### config.mk
export PLATFORM = sky130hd
export DESIGN_NAME = ppe_inject_arbiter
export DESIGN_NICKNAME = d
export VERILOG_FILES = /design/src/rtl/ppe_pkg.sv /design/src/rtl/ppe_rr_grant.sv /design/src/rtl/ppe_inject_arbiter.sv
export SDC_FILE = /design/constraint.sdc
export NUM_CORES = 1
export LEC_CHECK = 0
export ABC_AREA = 1
export CORE_ASPECT_RATIO = 0.7
export CORE_UTILIZATION = 35
export DETAILED_ROUTE_END_ITERATION = 12
export PLACE_DENSITY = 0.65
export SLEW_MARGIN = 20
export SYNTH_ARGS = -nofsm -noshare
export SYNTH_HDL_FRONTEND = slang
export SYNTH_SLANG_ARGS = --single-unit
export TNS_END_PERCENT = 100
### constraint.sdc
create_clock -name clk -period 5.22 [get_ports clk]
set_input_delay 1.044 -clock clk [delete_from_list [all_inputs] [get_ports clk]]
set_output_delay 1.044 -clock clk [all_outputs]
set_load 0.05 [all_outputs]
### src/rtl/ppe_pkg.sv
// Shared PPE/SPE definitions: packet layout, opcodes, node ids and arbiter states.
package ppe_pkg;

  localparam logic [3:0] OP_WEIGHT    = 4'd0;
  localparam logic [3:0] OP_INPUT_ROW = 4'd1;
  localparam logic [3:0] OP_ROW_REQ   = 4'd2;
  localparam logic [3:0] OP_PSUM      = 4'd3;
  localparam logic [3:0] OP_TS_DONE   = 4'd15;

  localparam logic [3:0] IMEM_ID      = 4'd11;

  typedef struct packed {
    logic [3:0]  dest;
    logic [3:0]  opcode;
    logic [24:0] data;
  } packet_t;

  typedef enum logic [1:0] {
    ARB   = 2'd0,
    BCAST = 2'd1,
    DONE  = 2'd2
  } state_t;

endpackage

### src/rtl/ppe_rr_grant.sv
// Rotating-priority one-hot grant: the first requester at or above ptr wins, wrapping.
module ppe_rr_grant #(
  parameter int unsigned N  = 5,
  parameter int unsigned PW = 3
) (
  input  logic [N-1:0]  req,
  input  logic [PW-1:0] ptr,
  output logic [N-1:0]  grant,
  output logic          any,
  output logic [PW-1:0] idx
);

  logic [PW:0] cand_s;

  // Scan N candidates starting at ptr; the first valid one takes the grant.
  always_comb begin
    grant  = {N{1'b0}};
    any    = 1'b0;
    idx    = {PW{1'b0}};
    cand_s = {(PW+1){1'b0}};
    for (int i = 0; i < N; i++) begin
      cand_s = {1'b0, ptr} + (PW+1)'(i);
      if (cand_s >= (PW+1)'(N)) begin
        cand_s = cand_s - (PW+1)'(N);
      end else begin
        cand_s = cand_s;
      end
      if (!any && req[cand_s[PW-1:0]]) begin
        grant[cand_s[PW-1:0]] = 1'b1;
        idx                   = cand_s[PW-1:0];
        any                   = 1'b1;
      end else begin
        any = any;
      end
    end
  end

endmodule

### src/rtl/ppe_inject_arbiter.sv
// Round-robin arbiter sharing one NoC injection port among the PPE packetizers;
// counts partial sums per PPE and broadcasts timestep-done when every PPE is full.
module ppe_inject_arbiter
  import ppe_pkg::*;
#(
  parameter int unsigned NUM_REQ     = 5,
  parameter int unsigned FIRST_PE_ID = 5,
  parameter int unsigned PKT_W       = 33,
  parameter int unsigned OUTPUT_DIM  = 21,
  parameter int unsigned NUM_TS      = 2,
  parameter int unsigned OP_TS_DONE  = 15
) (
  input  logic                         clk,
  input  logic                         rst_n,
  input  logic [NUM_REQ-1:0]           req_valid,
  input  logic [NUM_REQ*PKT_W-1:0]     req_pkt,
  output logic [NUM_REQ-1:0]           req_ready,
  output logic                         out_valid,
  output logic [PKT_W-1:0]             out_pkt,
  input  logic                         out_ready,
  output logic [$clog2(NUM_TS+1)-1:0]  ts_idx,
  output logic                         all_done,
  output logic                         err
);

  localparam int unsigned FULL = OUTPUT_DIM * OUTPUT_DIM;
  localparam int unsigned CW   = $clog2(FULL + 1);
  localparam int unsigned PW   = (NUM_REQ > 1) ? $clog2(NUM_REQ) : 1;
  localparam int unsigned TW   = $clog2(NUM_TS + 1);
  localparam logic [CW-1:0] FULL_CNT = CW'(FULL);
  localparam logic [PW-1:0] LAST_REQ = PW'(NUM_REQ - 1);
  localparam logic [TW-1:0] LAST_TS  = TW'(NUM_TS - 1);

  state_t               state_r, state_s;
  logic [PW-1:0]        ptr_r, win_s, bcast_idx_r;
  logic [NUM_REQ-1:0]   grant_s;
  logic                 any_s;
  logic [CW-1:0]        cnt_r [NUM_REQ];
  logic                 out_valid_r;
  logic [PKT_W-1:0]     out_pkt_r, win_pkt_s, bcast_pkt_s;
  logic [TW-1:0]        ts_r;
  logic                 all_done_r, err_r;
  logic                 can_load_s, xfer_s, all_full_s, win_psum_s;
  logic                 bcast_load_s, bcast_last_s;

  ppe_rr_grant #(.N(NUM_REQ), .PW(PW)) u_rr (
    .req   (req_valid),
    .ptr   (ptr_r),
    .grant (grant_s),
    .any   (any_s),
    .idx   (win_s)
  );

  assign can_load_s  = !out_valid_r || out_ready;
  assign req_ready   = (state_r == ARB && can_load_s) ? grant_s : {NUM_REQ{1'b0}};
  assign xfer_s      = (state_r == ARB) && can_load_s && any_s;
  assign win_psum_s  = win_pkt_s[PKT_W-1 -: 4] < 4'(NUM_REQ);
  assign bcast_pkt_s = {4'(FIRST_PE_ID) + 4'(bcast_idx_r), 4'(OP_TS_DONE), {(PKT_W-8){1'b0}}};

  assign out_valid = out_valid_r;
  assign out_pkt   = out_pkt_r;
  assign ts_idx    = ts_r;
  assign all_done  = all_done_r;
  assign err       = err_r;

  // Select the winning requester's packet slice.
  always_comb begin
    win_pkt_s = {PKT_W{1'b0}};
    for (int k = 0; k < NUM_REQ; k++) begin
      if (PW'(k) == win_s) begin
        win_pkt_s = req_pkt[k*PKT_W +: PKT_W];
      end else begin
        win_pkt_s = win_pkt_s;
      end
    end
  end

  // Every PPE has reached its full partial-sum count for this timestep.
  always_comb begin
    all_full_s = 1'b1;
    for (int k = 0; k < NUM_REQ; k++) begin
      if (cnt_r[k] != FULL_CNT) begin
        all_full_s = 1'b0;
      end else begin
        all_full_s = all_full_s;
      end
    end
  end

  // Next-state logic and broadcast load strobes.
  always_comb begin
    state_s      = state_r;
    bcast_load_s = 1'b0;
    bcast_last_s = 1'b0;
    case (state_r)
      ARB: begin
        if (all_full_s) begin
          state_s = BCAST;
        end else begin
          state_s = ARB;
        end
      end
      BCAST: begin
        if (can_load_s) begin
          bcast_load_s = 1'b1;
          if (bcast_idx_r == LAST_REQ) begin
            bcast_last_s = 1'b1;
            state_s      = (ts_r == LAST_TS) ? DONE : ARB;
          end else begin
            state_s = BCAST;
          end
        end else begin
          state_s = BCAST;
        end
      end
      DONE:    state_s = DONE;
      default: state_s = ARB;
    endcase
  end

  // FSM state register.
  always_ff @(posedge clk or negedge rst_n) begin
    if (!rst_n) begin
      state_r <= ARB;
    end else begin
      state_r <= state_s;
    end
  end

  // Output register: loads a broadcast or a granted packet, otherwise drains or holds.
  always_ff @(posedge clk or negedge rst_n) begin
    if (!rst_n) begin
      out_valid_r <= 1'b0;
      out_pkt_r   <= {PKT_W{1'b0}};
    end else if (bcast_load_s) begin
      out_valid_r <= 1'b1;
      out_pkt_r   <= bcast_pkt_s;
    end else if (xfer_s) begin
      out_valid_r <= 1'b1;
      out_pkt_r   <= win_pkt_s;
    end else if (out_ready) begin
      out_valid_r <= 1'b0;
    end
  end

  // Round-robin pointer: advances past the winner, restarts at 0 each timestep.
  always_ff @(posedge clk or negedge rst_n) begin
    if (!rst_n) begin
      ptr_r <= {PW{1'b0}};
    end else if (bcast_last_s) begin
      ptr_r <= {PW{1'b0}};
    end else if (xfer_s) begin
      ptr_r <= (win_s == LAST_REQ) ? {PW{1'b0}} : win_s + PW'(1);
    end
  end

  // Per-PPE partial-sum counters; an extra sum at full count saturates and flags err.
  always_ff @(posedge clk or negedge rst_n) begin
    if (!rst_n) begin
      for (int k = 0; k < NUM_REQ; k++) cnt_r[k] <= {CW{1'b0}};
      err_r <= 1'b0;
    end else if (bcast_last_s) begin
      for (int k = 0; k < NUM_REQ; k++) cnt_r[k] <= {CW{1'b0}};
    end else if (xfer_s && win_psum_s) begin
      for (int k = 0; k < NUM_REQ; k++) begin
        if (PW'(k) == win_s) begin
          if (cnt_r[k] == FULL_CNT) begin
            err_r <= 1'b1;
          end else begin
            cnt_r[k] <= cnt_r[k] + CW'(1);
          end
        end
      end
    end
  end

  // Broadcast index, timestep index and completion flag.
  always_ff @(posedge clk or negedge rst_n) begin
    if (!rst_n) begin
      bcast_idx_r <= {PW{1'b0}};
      ts_r        <= {TW{1'b0}};
      all_done_r  <= 1'b0;
    end else begin
      if (bcast_load_s) begin
        bcast_idx_r <= bcast_last_s ? {PW{1'b0}} : bcast_idx_r + PW'(1);
      end
      if (bcast_last_s) begin
        ts_r <= ts_r + TW'(1);
      end
      all_done_r <= (state_s == DONE);
    end
  end

endmodule
==> out/results.tsv <==
stage	metric	value	unit
run_status	status	completed	
logic_synthesis	seq_area_frac_synth	0.2986	
floorplan	dieWidth	178.4	um
sta	clock-skew-final	12.92	ps
logic_synthesis	postSynthNetCount	1354	
placement	dp.final_hpwl	20.97	mm
global_route	antenna_violations_before_repair	7	
drt	routed_via_density	5.043	
flow_run	max_cap_violations	0	
floorplan	fp.dieArea	22390	um^2
cells_and_area	flow.area_growth_from_synthesis	36.28	%
setup_path	worstPathRequired	5510	ps
drt	drtAntennaViolNets	0	
sta	worst_pin_slew	849.3	ps
setup_path	timing.critical_path.arrival	5090	ps
clock_tree	tritoncts_clock_tree	done	
setup_path	path_common_cell	sky130_fd_sc_hd__inv_1	
clock_tree	cts_made_buffers	9	
logic_synthesis	synth_area_leaders	sky130_fd_sc_hd__dfrtp_1 30%, sky130_fd_sc_hd__nand2_1 18%, sky130_fd_sc_hd__nand3_1 9.5%	
logic_synthesis	yosys.area.top_type	sky130_fd_sc_hd__dfrtp_1	
global_route	vias_in_the_first_global_route	7993	
floorplan	floorplan.initialDensity	0.3626	
global_route	grt.overflow.total	0	
setup_path	cp_slowest_stage_delay	450	ps
clock_tree	path_clk_slew	70	ps
sta	finalSetupTns	0	ps
global_route	maximum_number_of_pins_on_one_net_before_global_route_repair	61	
global_route	gr-usage-all-layers	0.2513	
global_route	wire_length_of_the_first_global_routing_pass	43.46	mm
floorplan	floorplan.die.height	125.5	um
placement	globalplace.congestion	0.9019	
logic_synthesis	synth-warning-count	0	
logic_synthesis	postSynthAreaPerCell	6.608	um^2
worst_hold_path	hold_path_class	flip-flop to flip-flop	
sta	maxSlewHeadroom	0.4338	
setup_path	critPathMaxFanout	29	
logic_synthesis	netlist_area	7626	um^2
clock_tree	clock-sinks	91	
logic_synthesis	yosys.area.top_type_share	0.2986	
logic_synthesis	synth.top_cells.by_count	362 x sky130_fd_sc_hd__nand2_1, 145 x sky130_fd_sc_hd__nand3_1, 128 x sky130_fd_sc_hd__inv_1	
drt	wl_per_cell	16.81	um
floorplan	placementRows	44	
logic_synthesis	yosys_most_used_dff	sky130_fd_sc_hd__dfrtp_1	
sta	slew_violations	0	
sta	final.min_clock_period	4795	ps
setup_path	critical_path.endpoint_type	flip-flop	
logic_synthesis	synth_most_common_cell	sky130_fd_sc_hd__nand2_1	
sta	fmax	208.5	MHz
sta	hold_viol	0	
sta	rsz_0062_raised_after_global_routing	no	
floorplan	ios	216	
drt	first_pass_iters	5	
setup_path	crit_type	flip-flop to flip-flop	
setup_path	critPathTopFamily	simple AND/OR/NAND/NOR gates	
floorplan	core	21030	um^2
clock_tree	cts_htree_levels	3	
setup_path	startpoint_class	flip-flop	
clock_tree	clk-insertion-delay-late	350	ps
placement	io_buffers	215	
setup_path	critical_path.slowest_cell	sky130_fd_sc_hd__dfrtp_2	
drt	drt_iter0_markers	565	
sta	timing.final.crit_share	0.9187	
clock_tree	clk_root_buffer_cell	sky130_fd_sc_hd__clkbuf_16	
logic_synthesis	synth_cell_types	47	
drt	dr_total_vias	8265	
logic_synthesis	count_of_flip_flops_with_a_built_in_enable_after_synthesis	0	
setup_path	worst-path-buf-inv	6	
cells_and_area	num-fill-cells	2114	
cells_and_area	post_route_cells_drive_above_1_share	0.07959	
cells_and_area	finish.net_count	1553	
clock_tree	cts-root-to-sink-buffers	2	
logic_synthesis	syn-instance-count	1154	
logic_synthesis	synthArstFlopShare	1.000	
logic_synthesis	ys_ff_latch	91	
drt	drc	0	
drt	detail_route.wirelength	27.55	mm
sta	setup_viol_count_final	0	
==> per-stage QoR <==
stage / cells / area [um^2] / hold slack (ps) / utilization / setup slack (ps)
2_1_floorplan: 1154 / 7626 / 475.6 / - / 980.4
6_report: 1639 / 10390 / 479.3 / 0.4942 / 424.6
4_1_cts: 1633 / 10340 / 483.0 / 0.4919 / 24.69
5_1_grt: 1639 / 10390 / 504.2 / 0.4942 / 25.84
3_5_place_dp: 1618 / 10080 / 465.2 / 0.4795 / 156.7
3_3_place_gp: 1618 / 10080 / 465.2 / 0.4795 / 253.0
==> cell families (layout without fill, tap and decap cells) <==
group,count (synthesis),count (layout),share of synthesized area
compound gates,167,167,0.1352
other cells,0,6,0
xor+xnor,20,20,0.02395
flops,91,91,0.2986
fa+ha+maj,27,27,0.04528
simple gates,665,665,0.4025
buf+inv,184,387,0.09450
==> layout by cell type (no fill, tap or decap), types with 5 or more instances in the layout <==
cell type                         instances
sky130_fd_sc_hd__a21oi_1                 62
sky130_fd_sc_hd__a31oi_1                  7
sky130_fd_sc_hd__buf_4                   22
sky130_fd_sc_hd__clkbuf_16                9
sky130_fd_sc_hd__clkdlybuf4s50_1        209
sky130_fd_sc_hd__dfrtp_1                 90
sky130_fd_sc_hd__diode_2                  6
sky130_fd_sc_hd__ha_1                    26
sky130_fd_sc_hd__inv_1                  128
sky130_fd_sc_hd__inv_2                    8
sky130_fd_sc_hd__nand2_1                362
sky130_fd_sc_hd__nand2_2                  7
sky130_fd_sc_hd__nand2_4                  9
sky130_fd_sc_hd__nand3_1                144
sky130_fd_sc_hd__nand3_2                  7
sky130_fd_sc_hd__nand3_4                  6
sky130_fd_sc_hd__nand4_1                 22
sky130_fd_sc_hd__nor2_1                  57
sky130_fd_sc_hd__nor2_2                  10
sky130_fd_sc_hd__nor3_1                  20
sky130_fd_sc_hd__o211ai_1                44
sky130_fd_sc_hd__o21ai_0                 28
sky130_fd_sc_hd__o221ai_1                 5
sky130_fd_sc_hd__o22ai_1                  5
sky130_fd_sc_hd__or2_2                   10
sky130_fd_sc_hd__xor2_1                  16
==> layer usage <==
layer | GRT usage | wire length (um) | vias up | part of all wire
met2 | 0.3833 | 12360 | 254 | 0.45
met5 | 0 | 0 | - | 0
met3 | 0.07299 | 2019 | 40 | 0.073
met4 | 0.1157 | 769 | 0 | 0.028
li1 | - | - | 4202 | -
met1 | 0.3260 | 12410 | 3769 | 0.45
==> path summary, 6_finish.rpt <==
kind | from | to | slack [ps] | cells after the start
max | ptr_r[1] | out_pkt[18] | 420 | 25
min | out_pkt[3] | out_pkt[3] | 480 | 2
max reg2reg | ptr_r[1] | out_pkt[18] | 420 | 25
min reg2reg | out_pkt[3] | out_pkt[3] | 480 | 2
max in group asynchronous | rst_n | ptr_r[1] | 3410 | 2
min in group asynchronous | rst_n | out_pkt[5] | 790 | 1
==> sequential cells by signal, summed over array words and instances (netlist names) <==
register / cells
ts_idx: 2
out_valid: 1
all_done: 1
ptr_r: 3
err: 1
state_r: 2
out_pkt: 33
cnt_r: 45
bcast_idx_r: 3
==> final cells by class <==
type | count | area, um^2 | share of cell area
antenna | 6 | 15.01 | 0.001445
clock buffer | 10 | 229.0 | 0.02203
clock inverter | 5 | 31.28 | 0.003010
inverter | 136 | 510.5 | 0.04912
multi-input combinational | 879 | 4664 | 0.4488
sequential | 91 | 2278 | 0.2192
tap | 276 | 345.3 | 0.03323
timing repair buffer | 236 | 2318 | 0.2231
==> worst min-delay path, stage by stage (launching register included) <==
cell and delay [ps]:
sky130_fd_sc_hd__dfrtp_1 340, sky130_fd_sc_hd__nand2_1 50, sky130_fd_sc_hd__nand2_1 50
==> timing repair <==
action / in CTS / in global routing
resized for setup: 0 / 9
buffers inserted: 0 / 0
hold buffers: 0 / 0
endpoints found under the setup margin: 0 / 51
Power is not shown: default switching activity piles up to over one toggle a cycle in this logic, so the estimate is an artifact.
